==> src/rtl/irq_sequencer_if.sv <==
// irq_sequencer_if: request, register-write, pipeline-control and dispatch signals of the sequencer
// Latency: none (wires only)
// Backpressure: pipe_empty from the pipeline holds the sequencer in its drain wait
interface irq_sequencer_if #(
   parameter int NUM_IRQ = 8
);
   logic [NUM_IRQ-1:0] irq;
   logic               gie_we;
   logic               gie_wdata;
   logic               mask_we;
   logic [NUM_IRQ-1:0] mask_wdata;
   logic               pipe_empty;
   logic [31:0]        resume_pc;
   logic               rti;
   logic               stall;
   logic               flush;
   logic               ilr_we;
   logic [31:0]        ilr_wdata;
   logic               vec_valid;
   logic [31:0]        vec_pc;
   logic               in_isr;
   logic [4:0]         irq_id;
   logic [NUM_IRQ-1:0] pending;

   // pipeline / register-file side
   modport master (
      output irq, gie_we, gie_wdata, mask_we, mask_wdata, pipe_empty, resume_pc, rti,
      input  stall, flush, ilr_we, ilr_wdata, vec_valid, vec_pc, in_isr, irq_id, pending
   );

   // sequencer side
   modport slave (
      input  irq, gie_we, gie_wdata, mask_we, mask_wdata, pipe_empty, resume_pc, rti,
      output stall, flush, ilr_we, ilr_wdata, vec_valid, vec_pc, in_isr, irq_id, pending
   );
endinterface

==> src/rtl/irq_sequencer.sv <==
// irq_sequencer: synchronise/latch IRQ lines, dispatch highest-priority enabled one (IRQ_EDGE_EN = edge-triggered pending)
// Latency: irq->pending 2 cycles (+1 edge mode); pending->stall +1, ILR write +2, vector +3, handler +4
// Backpressure: waits in DRAIN while pipe_empty is low; abandons the dispatch if the request disappears
module irq_sequencer #(
   parameter int          NUM_IRQ    = 8,
   parameter logic [31:0] VEC_BASE   = 32'h0000_0100,
   parameter logic [31:0] VEC_STRIDE = 32'h0000_0010
) (
   input logic            clk,
   input logic            rst_n,
   irq_sequencer_if.slave bus
);

   typedef enum logic [2:0] {IDLE, DRAIN, SAVE, VECTOR, ISR} state_t;

   state_t             state;
   logic [NUM_IRQ-1:0] sync1, sirq;
   logic [NUM_IRQ-1:0] set_vec, pending_q, pending_set, mask_q, mask_nxt, req;
   logic               gie_q, gie_nxt, req_go, req_go_nxt;
   logic [4:0]         sel, irq_id_q;
   logic               stall_q, flush_q, ilr_we_q, vec_valid_q, in_isr_q;
   logic [31:0]        vec_pc_q;

   // two-flop synchroniser for the asynchronous request lines
   always_ff @(posedge clk or negedge rst_n) begin
      if (!rst_n) begin
         sync1 <= '0;
         sirq  <= '0;
      end else begin
         sync1 <= bus.irq;
         sirq  <= sync1;
      end
   end

`ifdef IRQ_EDGE_EN
   logic [NUM_IRQ-1:0] sirq_d, edge_q;

   // registered rising-edge detect: a held-high line yields a single set pulse
   always_ff @(posedge clk or negedge rst_n) begin
      if (!rst_n) begin
         sirq_d <= '0;
         edge_q <= '0;
      end else begin
         sirq_d <= sirq;
         edge_q <= sirq & ~sirq_d;
      end
   end

   assign set_vec = edge_q;
`else
   assign set_vec = sirq;
`endif

   // request qualification, next-cycle register values and priority pick (index 0 wins)
   always_comb begin
      pending_set = pending_q | set_vec;
      mask_nxt    = bus.mask_we ? bus.mask_wdata : mask_q;
      gie_nxt     = bus.gie_we ? bus.gie_wdata : gie_q;
      req         = pending_q & mask_q;
      req_go      = gie_q & (|req);
      // what req_go will be next cycle: lets the SAVE-cycle ILR strobe be a plain register
      req_go_nxt  = gie_nxt & (|(pending_set & mask_nxt));
      sel         = '0;
      for (int i = NUM_IRQ - 1; i >= 0; i--) begin
         if (req[i]) sel = 5'(i);
      end
   end

   // dispatch FSM with registered outputs; also owns gie, mask and pending
   always_ff @(posedge clk or negedge rst_n) begin
      if (!rst_n) begin
         state       <= IDLE;
         gie_q       <= 1'b0;
         mask_q      <= '0;
         pending_q   <= '0;
         stall_q     <= 1'b0;
         flush_q     <= 1'b0;
         ilr_we_q    <= 1'b0;
         vec_valid_q <= 1'b0;
         vec_pc_q    <= '0;
         in_isr_q    <= 1'b0;
         irq_id_q    <= '0;
      end else begin
         mask_q      <= mask_nxt;
         gie_q       <= gie_nxt;
         pending_q   <= pending_set;
         ilr_we_q    <= 1'b0;
         flush_q     <= 1'b0;
         vec_valid_q <= 1'b0;
         case (state)
            IDLE: begin
               if (req_go) begin
                  state   <= DRAIN;
                  stall_q <= 1'b1;
               end
            end
            DRAIN: begin
               if (!req_go) begin
                  state   <= IDLE;
                  stall_q <= 1'b0;
               end else if (bus.pipe_empty) begin
                  state    <= SAVE;
                  ilr_we_q <= req_go_nxt;
               end
            end
            SAVE: begin
               if (req_go) begin
                  state       <= VECTOR;
                  irq_id_q    <= sel;
                  // the dispatch clear beats a same-cycle set; a held level line re-pends next cycle
                  pending_q   <= pending_set & ~(NUM_IRQ'(1) << sel);
                  // hardware disable wins over a coincident software GIE write: no nesting
                  gie_q       <= 1'b0;
                  flush_q     <= 1'b1;
                  vec_valid_q <= 1'b1;
                  vec_pc_q    <= VEC_BASE + 32'(sel) * VEC_STRIDE;
               end else begin
                  state   <= IDLE;
                  stall_q <= 1'b0;
               end
            end
            VECTOR: begin
               state    <= ISR;
               stall_q  <= 1'b0;
               vec_pc_q <= '0;
               in_isr_q <= 1'b1;
            end
            ISR: begin
               if (bus.rti) begin
                  state    <= IDLE;
                  in_isr_q <= 1'b0;
                  irq_id_q <= '0;
                  gie_q    <= bus.gie_we ? bus.gie_wdata : 1'b1;
               end
            end
            default: state <= IDLE;
         endcase
      end
   end

   assign bus.stall     = stall_q;
   assign bus.flush     = flush_q;
   assign bus.ilr_we    = ilr_we_q;
   assign bus.ilr_wdata = ilr_we_q ? bus.resume_pc : '0;
   assign bus.vec_valid = vec_valid_q;
   assign bus.vec_pc    = vec_pc_q;
   assign bus.in_isr    = in_isr_q;
   assign bus.irq_id    = irq_id_q;
   assign bus.pending   = pending_q;

endmodule

==> src/flat_wrapper.sv <==
// flat-port wrapper written by rule: the top's interface ports become plain ports
module irq_sequencer_flat 
#(
   parameter int          NUM_IRQ    = 8,
   parameter logic [31:0] VEC_BASE   = 32'h0000_0100,
   parameter logic [31:0] VEC_STRIDE = 32'h0000_0010
)
  (clk, rst_n, bus_irq, bus_gie_we, bus_gie_wdata, bus_mask_we, bus_mask_wdata, bus_pipe_empty, bus_resume_pc, bus_rti, bus_stall, bus_flush, bus_ilr_we, bus_ilr_wdata, bus_vec_valid, bus_vec_pc, bus_in_isr, bus_irq_id, bus_pending);
  irq_sequencer_if #(.NUM_IRQ(NUM_IRQ)) bus_i ();
  input logic clk;
  input logic rst_n;
  input wire logic [$bits(bus_i.irq)-1:0] bus_irq;
  input wire logic [$bits(bus_i.gie_we)-1:0] bus_gie_we;
  input wire logic [$bits(bus_i.gie_wdata)-1:0] bus_gie_wdata;
  input wire logic [$bits(bus_i.mask_we)-1:0] bus_mask_we;
  input wire logic [$bits(bus_i.mask_wdata)-1:0] bus_mask_wdata;
  input wire logic [$bits(bus_i.pipe_empty)-1:0] bus_pipe_empty;
  input wire logic [$bits(bus_i.resume_pc)-1:0] bus_resume_pc;
  input wire logic [$bits(bus_i.rti)-1:0] bus_rti;
  output wire logic [$bits(bus_i.stall)-1:0] bus_stall;
  output wire logic [$bits(bus_i.flush)-1:0] bus_flush;
  output wire logic [$bits(bus_i.ilr_we)-1:0] bus_ilr_we;
  output wire logic [$bits(bus_i.ilr_wdata)-1:0] bus_ilr_wdata;
  output wire logic [$bits(bus_i.vec_valid)-1:0] bus_vec_valid;
  output wire logic [$bits(bus_i.vec_pc)-1:0] bus_vec_pc;
  output wire logic [$bits(bus_i.in_isr)-1:0] bus_in_isr;
  output wire logic [$bits(bus_i.irq_id)-1:0] bus_irq_id;
  output wire logic [$bits(bus_i.pending)-1:0] bus_pending;
  assign bus_i.irq = bus_irq;
  assign bus_i.gie_we = bus_gie_we;
  assign bus_i.gie_wdata = bus_gie_wdata;
  assign bus_i.mask_we = bus_mask_we;
  assign bus_i.mask_wdata = bus_mask_wdata;
  assign bus_i.pipe_empty = bus_pipe_empty;
  assign bus_i.resume_pc = bus_resume_pc;
  assign bus_i.rti = bus_rti;
  assign bus_stall = bus_i.stall;
  assign bus_flush = bus_i.flush;
  assign bus_ilr_we = bus_i.ilr_we;
  assign bus_ilr_wdata = bus_i.ilr_wdata;
  assign bus_vec_valid = bus_i.vec_valid;
  assign bus_vec_pc = bus_i.vec_pc;
  assign bus_in_isr = bus_i.in_isr;
  assign bus_irq_id = bus_i.irq_id;
  assign bus_pending = bus_i.pending;
  irq_sequencer #(.NUM_IRQ(NUM_IRQ), .VEC_BASE(VEC_BASE), .VEC_STRIDE(VEC_STRIDE)) u_core (.clk(clk), .rst_n(rst_n), .bus(bus_i));
endmodule
==> config.mk <==
export PLATFORM = sky130hd
export DESIGN_NAME = irq_sequencer_flat
export DESIGN_NICKNAME = d
export VERILOG_FILES = /design/src/rtl/irq_sequencer_if.sv /design/src/rtl/irq_sequencer.sv /design/src/flat_wrapper.sv
export SDC_FILE = /design/constraint.sdc
export NUM_CORES = 1
export LEC_CHECK = 0
export ABC_AREA = 1
export CORE_MARGIN = 3
export CORE_UTILIZATION = 38
export DETAILED_ROUTE_END_ITERATION = 10
export PLACE_DENSITY = 0.79
export SKIP_LAST_GASP = 1
export SYNTH_ARGS = -nofsm -noshare
export SYNTH_HDL_FRONTEND = slang
export SYNTH_SLANG_ARGS = --single-unit
==> constraint.sdc <==
create_clock -name clk -period 4 [get_ports clk]
set_clock_uncertainty 0.05 [all_clocks]
set_input_delay 0.8 -clock clk [delete_from_list [all_inputs] [get_ports clk]]
set_output_delay 0.8 -clock clk [all_outputs]
set_load 0.005 [all_outputs]
[Word-level counts from Yosys, hierarchy flattened]
Cells that the tools add are included.
Widths: inputs -> output; s select.
Word-level totals
  register bits: 77
  input port bits: 55
  output and inout bits: 82
  logic and storage cells: 81
Cells by class
  add/subtract/negate cells: 1
  equality and inequality tests: 9
  shifts and indexed selects: 1
  muxes and demuxes: 38
  bitwise gates (word level): 7
  reduce and logical (&&, ||, !) cells: 13
Operator list (count)
  $mux 32: 2
  $pmux 32 s2: 1
  $mux 3: 12
  $and 8x8->8: 3
  $mux 8: 3
  $reduce_or 8->1: 2
  $pmux 3 s5: 1
  $mux 1: 12
  $add 9x7->10 const A: 1
  $mux 5: 2
  $pmux 5 s2: 1
  $reduce_and 3->1: 3
  $not 8->8: 1
  $or 8x8->8: 1
  $shl 1x3->8 const A: 1
  $eq 3x2->1 const B: 2
  $reduce_bool 2->1: 3
  $ne 2x1->1 const B: 2
  $ne 2x2->1 const B: 2
  $pmux 1 s2: 2
  $reduce_and 2->1: 2
  $eq 3x1->1 const B: 1
  $eq 3x3->1 const B: 1
  $logic_not 3->1: 1
  other kinds (6): 7

[Longest topological paths before layout]
Gate-level depths: netlist (run 1).
  word-level depth: 14
  depth in mapped cells: 12
  gate-level depth less buffers: 12

[Worst setup path after synthesis (run 1)]
Ideal clock, no wire load.
  path kind: input -> output
  start point: in bus_resume_pc[10]
  end point: out bus_ilr_wdata[10]
  data arrival time: 902 ps
  data required time: 3150 ps
  path slack: 2248 ps
  cell stages on the path: 2
  cells stage by stage: nand2_1 -> inv_1
On the way
  longest elaborated chain between the ends: 1
Ends and longest elaborated chain
  from (decl): line flat_wrapper.sv:18  | input wire logic [$bits(bus_i.resume_pc)-1:0] bus_resume_pc;
  $mux 32: line irq_sequencer.sv:144  | assign bus.ilr_wdata = ilr_we_q ? bus.resume_pc : '0;
  to (decl): line flat_wrapper.sv:23  | output wire logic [$bits(bus_i.ilr_wdata)-1:0] bus_ilr_wdata;
Every way passes these cells.

[Worst setup path after layout (run 1)]
  start point: reg u_core.ilr_we_q, in the netlist u_core.bus.ilr_we
  end point: out bus_ilr_wdata[0]
On the way
  longest elaborated chain between the ends: 1
Ends and longest elaborated chain
  from (decl): line irq_sequencer.sv:21  | logic stall_q, flush_q, ilr_we_q, vec_valid_q, in_isr_q;
  from (signal assigned): line irq_sequencer.sv:103  | ilr_we_q <= req_go_nxt;
  $mux 32: line irq_sequencer.sv:144
Every way passes these cells.

==> results.md, run 1 <==
- Post-CTS Resized: 0
- Count of pins over their slew limit: 0
- Fin cells: roughly 490
- CP Max Fanout: 33
- Hold_sp: u_core.sync1[7]$_DFF_PN0_
- Arrival @ worst endpoint: 1.96 ns
- CTS H-tree lvls: 2
- Number of post-CTS setup repair buffers: 0
- Global-route wire length before repair: between 9 and 10 mm
- Portion of the post-synthesis area used by sequential elements: 47.3%
- Endpoint class of the critical path: primary output
- Status: finished, final reports clean
- Part of the total power dissipated in combinational logic: 37.2%
- Overall fraction of global-route tracks in use: ~16%
- CP required: 3.15 ns
- Number of flip-flops and latches in the synthesized netlist: 47
- Total wirelength of the detailed-routed design: 5.87 mm
- RR Endpoint: u_core.bus.pending[1]$_DFF_PN0_
- Worst-margin pin slew: 0.986 ns
- Worst setup SP type: flip-flop
- Count of yosys warnings during synthesis: 0
- RSZ-0062 raised after global routing: no
- Detailed Routing Iterations Pass 1: 4
- Clock Path Buffers: 2
- Reg2reg path depth: 6
- Half-perimeter wire length after detailed placement: 4.92 mm
- Max stage delay on crit path: 0.94 ns
- Share of total power in the clock network: 20.7%
- CP max-delay cell: sky130_fd_sc_hd__dfrtp_1
- CP cell instances: nand2_1 > inv_1 > clkdlybuf4s50_1
- Post-placement cell count: 485
- Peak supply drop: 377 uV
- Post-synthesis instance area: 2490 sq um
- Remaining antenna violation count: 0
- Final routed DRC violation total: 0
- Power density cells: 410 nW/um^2
- Number of DRC markers after the initial detailed-route iteration: 72
- Final period demand of the worst path: 2.81 ns
- Vias in the first global route: roughly 2100
- Instance count of the mapped netlist: 310
- Worst hold-check path type: reg -> reg
- Number of buffers inserted during clock tree synthesis: 5
- Total negative slack: 0 ns
- Clock Pin Slew Worst Setup and Hold Paths: approximately 0.08 ns
- Y dimension of the die: 86.9 um
- CTS root buf: sky130_fd_sc_hd__clkbuf_8
- Latest clock arrival within the worst-skew pair: 0.30 ns
- Layout cell share with drive strength beyond 1: 8.61%
- Std-Cell Rows: 28
- Pint: 987 uW
- Total number of nets in the final design: 472
- Hold-critical path depth: 0
- Initial Utilization: roughly 40%
- Fraction of the cycle the final worst path needs: 70.3%
- Final RePlAce weighted congestion: between 0.8 and 0.9
- Achievable Freq: 355 MHz
- Via total after detailed routing: roughly 2100
- Routed WL per cell: 11.9 um
- Number of unique standard cell types used by synthesis: 27
- Number of diodes: 0
- Power share of the sequential group: 42.1%
- Psw: a little under 500 uW
- Gate family responsible for the most delay along the worst path: flip-flops
- Number of endpoints with negative hold slack in the final report: 0
- Antenna violations before repair: 0
- Share of total power consumed by net switching: 32.9%
- Buffers added on ports: 106
- Area growth, synth to finish: 44.5%
- Placeable core region: 6130 sq um
- Final Setup Violations: 0
- Die W: 86.9 um
- Number of vias per cell: roughly 4.3
- TritonCTS clock tree: built
- Mean instance size in the synthesized netlist: between 8 and 9 sq um
- Total grt overflow: 0
- Register-to-register path setup slack: 2.37 ns
- Worst slew margin: roughly 34%
- Top-Level Pins: around 140
- # Max-Cap Violations: 0
- Worst path buffer plus inverter count: 2
- Hold-fix buffers, CTS: 0
- Number of clock sinks seen by CTS: 47
- Die area: 7550 sq um
- Type of the worst setup path: reg -> out
- Leak Pwr: 0.00193 uW
- Capture endpoint of the worst hold path: u_core.set_vec[7]$_DFF_PN0_
- Worst reg2reg startpoint: u_core.state[2]$_DFFE_PN0P_
- Pin count of the biggest net entering global routing: 48
stage by stage:
stage | utilization, % | instance area, sq um | hold slack, ns | power (uW) | worst slack [ns]
after CTS | 58.6 | 3590 | 0.295 | 1490 | 1.14
after global placement | 57.0 | 3490 | 0.282 | 1160 | 1.22
after floorplan | - | 2590 | 0.281 | 941 | 2.25
after detailed placement | 57.0 | 3490 | 0.285 | 1180 | 1.22
final | 58.6 | 3590 | 0.292 | 1470 | 1.19
after global routing | 58.6 | 3590 | 0.310 | 1580 | 0.949
worst reg2reg max path: cells and delay by family, from the launching register on:
family | cells | cell delay (ns)
simple gates | 4 | 0.81
flops | 1 | 0.43
buf+inv | 2 | 0.23
layout by cell type (no fill, tap or decap):
master,instances
sky130_fd_sc_hd__buf_2,1
sky130_fd_sc_hd__o21ai_0,9
sky130_fd_sc_hd__nor3_2,3
sky130_fd_sc_hd__nand3_1,7
sky130_fd_sc_hd__clkbuf_1,1
sky130_fd_sc_hd__a21oi_1,1
sky130_fd_sc_hd__nor2_4,3
sky130_fd_sc_hd__nand2_4,4
sky130_fd_sc_hd__nand4_1,8
sky130_fd_sc_hd__nand2_1,95
sky130_fd_sc_hd__a21oi_2,1
sky130_fd_sc_hd__o21ai_2,1
sky130_fd_sc_hd__nor3_1,1
sky130_fd_sc_hd__inv_2,2
sky130_fd_sc_hd__conb_1,30
sky130_fd_sc_hd__nor2_1,14
sky130_fd_sc_hd__inv_1,62
sky130_fd_sc_hd__clkdlybuf4s50_1,105
sky130_fd_sc_hd__nand2_2,1
sky130_fd_sc_hd__dfrtp_1,47
sky130_fd_sc_hd__nor2_8,1
sky130_fd_sc_hd__or2_2,7
sky130_fd_sc_hd__mux2_2,1
sky130_fd_sc_hd__clkbuf_8,7
sky130_fd_sc_hd__o2111ai_1,1
sky130_fd_sc_hd__inv_6,1
sky130_fd_sc_hd__nand2_8,1
sky130_fd_sc_hd__o31ai_1,1
sky130_fd_sc_hd__nor2_2,2
power by group through the flow:
stage               combinational, uW  clock [uW]  sequential (uW)
detailed placement                552           0              631
finish                            547         305              619
CTS                               554         314              621
floorplan                         325           0              616
global placement                  536           0              627
global route                      617         334              634
worst max path at each step:
stage	startpoint	cells after the start	slack [ns]	end
2_1_floorplan	bus_resume_pc[10]	2	2.25	bus_ilr_wdata[10]
3_3_place_gp	bus_resume_pc[22]	4	1.22	bus_ilr_wdata[22]
3_5_place_dp	bus_resume_pc[27]	4	1.22	bus_ilr_wdata[27]
4_1_cts	u_core.bus.ilr_we$_DFF_PN0_	3	1.14	bus_ilr_wdata[0]
5_1_grt	u_core.bus.ilr_we$_DFF_PN0_	3	0.95	bus_ilr_wdata[0]
6_report	u_core.bus.ilr_we$_DFF_PN0_	3	1.19	bus_ilr_wdata[0]
Yosys cell counts:
cell / n / area, sq um
sky130_fd_sc_hd__inv_6: 1 / 8.76
sky130_fd_sc_hd__dfrtp_1: 47 / 1180
sky130_fd_sc_hd__o21ai_2: 1 / 8.76
sky130_fd_sc_hd__nor2_8: 1 / 20.0
sky130_fd_sc_hd__o21ai_0: 9 / 45.0
sky130_fd_sc_hd__nor2_2: 2 / 12.5
sky130_fd_sc_hd__buf_4: 32 / 240
sky130_fd_sc_hd__a21oi_2: 1 / 8.76
sky130_fd_sc_hd__nor3_2: 3 / 30.0
sky130_fd_sc_hd__o31ai_1: 1 / 7.51
sky130_fd_sc_hd__o2111ai_1: 1 / 8.76
sky130_fd_sc_hd__nand2_1: 95 / 357
sky130_fd_sc_hd__a21oi_1: 1 / 5.00
sky130_fd_sc_hd__mux2_2: 1 / 11.3
sky130_fd_sc_hd__conb_1: 1 / 3.75
sky130_fd_sc_hd__nand3_1: 7 / 35.0
sky130_fd_sc_hd__clkbuf_1: 3 / 11.3
sky130_fd_sc_hd__nand2_8: 1 / 20.0
sky130_fd_sc_hd__nand4_1: 8 / 50.1
sky130_fd_sc_hd__nor3_1: 1 / 5.00
sky130_fd_sc_hd__inv_2: 2 / 7.51
sky130_fd_sc_hd__or2_2: 7 / 43.8
sky130_fd_sc_hd__nor2_4: 3 / 33.8
sky130_fd_sc_hd__nand2_2: 1 / 6.26
sky130_fd_sc_hd__nand2_4: 4 / 45.0
sky130_fd_sc_hd__nor2_1: 14 / 52.6
sky130_fd_sc_hd__inv_1: 62 / 233
layer usage:
| metal | wire, um | vias up | GRT usage (%) |
|---|---|---|---|
| li1 | - | 1070 | - |
| met1 | 2180 | 973 | 17.1 |
| met2 | 3070 | 87 | 29.8 |
| met3 | 543 | 7 | 4.35 |
| met4 | 75 | 0 | 5.10 |
| met5 | 0 | - | 0 |
area by class of cell:
cell class	instances	area, sq um
inverter	65	249
clock buffer	8	100
timing repair buffer	106	1060
fill	528	2540
tap	75	93.8
multi-input combinational	192	918
sequential	47	1180
flip-flops by register name, indices dropped and copies added (netlist names), 3 cells and up:
register	flops
u_core.mask_q	8
u_core.sync1	8
u_core.state	3
u_core.bus.pending	8
u_core.bus.vec_pc	4
u_core.bus.irq_id	3
u_core.set_vec	8
cells by family (layout without fill, tap and decap cells):
| logic type | count (synthesis) | count (layout) | synth area share (%) |
|---|---|---|---|
| AO/OA/AOI/OAI | 14 | 14 | 3.37 |
| buffers and inverters | 100 | 179 | 20.1 |
| flip-flops | 47 | 47 | 47.3 |
| multiplexers | 1 | 1 | 0.453 |
| other | 1 | 30 | 0.151 |
| AND/OR/NAND/NOR | 147 | 147 | 28.6 |
(Power assumes the default switching activity.)
==> inputs of run 2 (changes only) <==
--- a/config.mk
+++ b/config.mk
@@ -7,9 +7,9 @@
 export LEC_CHECK = 0
 export ABC_AREA = 1
 export CORE_MARGIN = 3
-export CORE_UTILIZATION = 38
+export CORE_UTILIZATION = 35
 export DETAILED_ROUTE_END_ITERATION = 10
-export PLACE_DENSITY = 0.79
+export PLACE_DENSITY = 0.77
 export SKIP_LAST_GASP = 1
 export SYNTH_ARGS = -nofsm -noshare
 export SYNTH_HDL_FRONTEND = slang
==> constraint.sdc (replaced) <==
create_clock -name clk -period 2.5 [get_ports clk]
set_clock_uncertainty 0.05 [all_clocks]
set_input_delay 0.5 -clock clk [delete_from_list [all_inputs] [get_ports clk]]
set_output_delay 0.5 -clock clk [all_outputs]
set_load 0.005 [all_outputs]
==> run 2 against run 1 <==
  * Cell count grew 4.9%
  * Total power grew 72%
  * Die area grew 8.0%
  * Cell area grew 2.4%
  * Largest cell class unchanged
  * Utilization shrank 4.8 points
  * Critical path type unchanged
  * Clock power grew 110%
  * Critical endpoint is now bus_ilr_wdata[1]
  * Routed wire length shrank 0.36%
==> results.md, run 2 (synthesis gave the netlist of run 1 again) <==
- Type of the worst setup path: reg -> out
- Psw: 796 uW (+64%)
- TritonCTS clock tree: built
- Leak Pwr: 0.00196 uW (+1.4%)
- Placed inst area: 3540 sq um (+1.4%)
- Placeable core region: 6830 sq um (+11%)
- Worst slew margin: 62.0% (+28 points)
- Gate family responsible for the most delay along the worst path: buffers and inverters
- Half-perimeter wire length after detailed placement: 4.85 mm (-1.4%)
- Part of the total power dissipated in combinational logic: 35.7% (-1.5 points)
- Commonest cells after routing, fill and taps aside: 105 x sky130_fd_sc_hd__clkdlybuf4s50_1, 95 x sky130_fd_sc_hd__nand2_1, 62 x sky130_fd_sc_hd__inv_1, 47 x sky130_fd_sc_hd__dfrtp_1, 30 x sky130_fd_sc_hd__conb_1
- Total wirelength of the detailed-routed design: 5.85 mm (-0.36%)
- Number of buffers inserted during clock tree synthesis: 5 (unchanged)
- Clock Pin Slew Worst Setup and Hold Paths: 0.09 ns (about the same)
- Endpoint class of the critical path: primary output
- Latest clock arrival within the worst-skew pair: 0.29 ns (about the same)
- CP Max Fanout: 33 (unchanged)
- Gr busiest metal: met2
- Arrival @ worst endpoint: 1.62 ns (-0.34 ns)
- Worst setup SP type: flip-flop
- CP max-delay cell: sky130_fd_sc_hd__clkdlybuf4s50_1
- Number of clock sinks seen by CTS: 47 (unchanged)
- # Max-Cap Violations: 0 (unchanged)
- Count of pins over their slew limit: 0 (unchanged)
- CP required: 1.95 ns (-1.20 ns)
- Power share of the sequential group: 38.6% (-3.5 points)
- Number of endpoints with negative hold slack in the final report: 0 (unchanged)
- Hold-fix buffers, CTS: 0 (unchanged)
- Overall fraction of global-route tracks in use: 14.4% (-1.5 points)
- Remaining antenna violation count: 0 (unchanged)
- Global-route wire length before repair: 9.77 mm (+2.3%)
- Buffers added on ports: 106 (unchanged)
- CP cell instances: buf_4 > nand2_1 > inv_1 > clkdlybuf4s50_1
- Pin count of the biggest net entering global routing: 48 (unchanged)
- Total number of nets in the final design: 475 (+0.64%)
- Total grt overflow: 0 (unchanged)
- Path length in cells of the critical path: 4 (+1)
- Launching instance or port of the critical path: u_core.bus.ilr_we$_DFF_PN0_
- Final Setup Violations: 0 (unchanged)
- Number of diodes: 0 (unchanged)
- Worst-margin pin slew: 0.570 ns (-0.416 ns)
- Number of vias per cell: 4.15 (-4.3%)
- Peak supply drop: 488 uV (+29%)
- Fraction of the cycle the final worst path needs: 86.9%
- Number of DRC markers after the initial detailed-route iteration: 70 (-2.8%)
- Reg2reg path depth: 8 (+2)
- RSZ-0062 raised after global routing: no
- Pint: 1730 uW (+75%)
- Layout cell share with drive strength beyond 1: 9.50% (+0.89 points)
- CTS root buf: sky130_fd_sc_hd__clkbuf_8
- Vias in the first global route: 2080 (-2.3%)
- Area growth, synth to finish: 48.0%
- Share of total power consumed by net switching: 31.5% (-1.4 points)
- Achievable Freq: 461 MHz
- Fraction of met2 tracks used by global routing: 26.9% (-2.9 points)
- Die W: 90.3 um (+3.9%)
- Y dimension of the die: 90.3 um (+3.9%)
- Final period demand of the worst path: ~2.2 ns
- RR Endpoint: u_core.bus.pending[7]$_DFF_PN0_
- Total negative slack: 0 ns (unchanged)
- Worst hold-check path type: in -> async
- Post-route cell area: 3680 sq um (+2.4%)
- Worst reg2reg startpoint: u_core.bus.pending[1]$_DFF_PN0_
- Top-Level Pins: 137 (unchanged)
- Die area: 8150 sq um (+8.0%)
- Register-to-register path setup slack: 0.90 ns (-1.47 ns)
- Max stage delay on crit path: 0.50 ns (-0.44 ns)
- Final RePlAce weighted congestion: 0.840 (-2.6%)
- Worst path buffer plus inverter count: 3 (+1)
- Initial Utilization: 36.4% (-4.2 points)
- Met1 Usage GRT: 16.4% (-0.70 points)
- Antenna violations before repair: 0 (unchanged)
- Worst hold margin: 0.237 ns (-0.0551 ns)
- Detailed Routing Iterations Pass 1: 4 (unchanged)
- Power density cells: 687 nW/um^2 (+68%)
- Via total after detailed routing: 2144 (+0.33%)
- Share of total power in the clock network: 25.7% (+5.0 points)
- Clock Path Buffers: 2 (unchanged)
- Routed WL per cell: 11.3 um (-5.0%)
- Final routed DRC violation total: 0 (unchanged)
- Post-CTS Resized: 0 (unchanged)
- Std-Cell Rows: 30 (+7.1%)
- Global-route met3 utilization: 3.92% (-0.44 points)
- Number of post-CTS setup repair buffers: 0 (unchanged)
- Status: finished, final reports clean
- Most common library cell in the layout ignoring fill and taps: sky130_fd_sc_hd__clkdlybuf4s50_1
- CTS H-tree lvls: 2 (unchanged)
==> run 2: area by class of cell <==
class	count	area, sq um
Sequential cell	47	1180
Inverter	65	249
Fill cell	629	3150
Clock buffer	5	68.8
Timing Repair Buffer	109	1080
Multi-Input combinational cell	192	918
Tap cell	96	120
Clock inverter	3	67.6
==> run 2: per-layer routing <==
metal | wire length, um | share of wire, % | vias to the layer above
li1 | - | - | 1069
met1 | 2350 | 40 | 969
met2 | 3030 | 52 | 100
met3 | 437 | 7.5 | 6
met4 | 35 | 0.60 | 0
met5 | 0 | 0 | -
==> run 2: how the worst max path moves through the flow <==
| stage | endpoint | slack, ns |
|---|---|---|
| 3_5_place_dp | bus_ilr_wdata[7] | 0.33 |
| 6_report | bus_ilr_wdata[1] | 0.33 |
| 5_1_grt | bus_ilr_wdata[7] | 0.22 |
| 4_1_cts | bus_ilr_wdata[1] | 0.29 |
| 2_1_floorplan | u_core.bus.stall$_DFFE_PN0P_ | 1.14 |
| 3_3_place_gp | bus_ilr_wdata[7] | 0.33 |
==> run 2: metrics by stage <==
step	util, %	cells	setup slack, ns	power (uW)
2_1_floorplan	-	339	1.14	1500
5_1_grt	53.8	517	0.221	2700
3_5_place_dp	51.8	509	0.334	1900
4_1_cts	53.8	517	0.293	2550
6_report	53.8	517	0.329	2530
3_3_place_gp	51.8	509	0.334	1870
==> run 2: power groups by stage <==
| stage | Clock [uW] | Combinational, uW | Sequential [uW] |
|---|---|---|---|
| 5_1_grt | 699 | 1010 | 994 |
| 3_5_place_dp | 0 | 906 | 992 |
| 6_report | 650 | 900 | 975 |
| 2_1_floorplan | 0 | 520 | 985 |
| 3_3_place_gp | 0 | 881 | 986 |
| 4_1_cts | 665 | 909 | 977 |
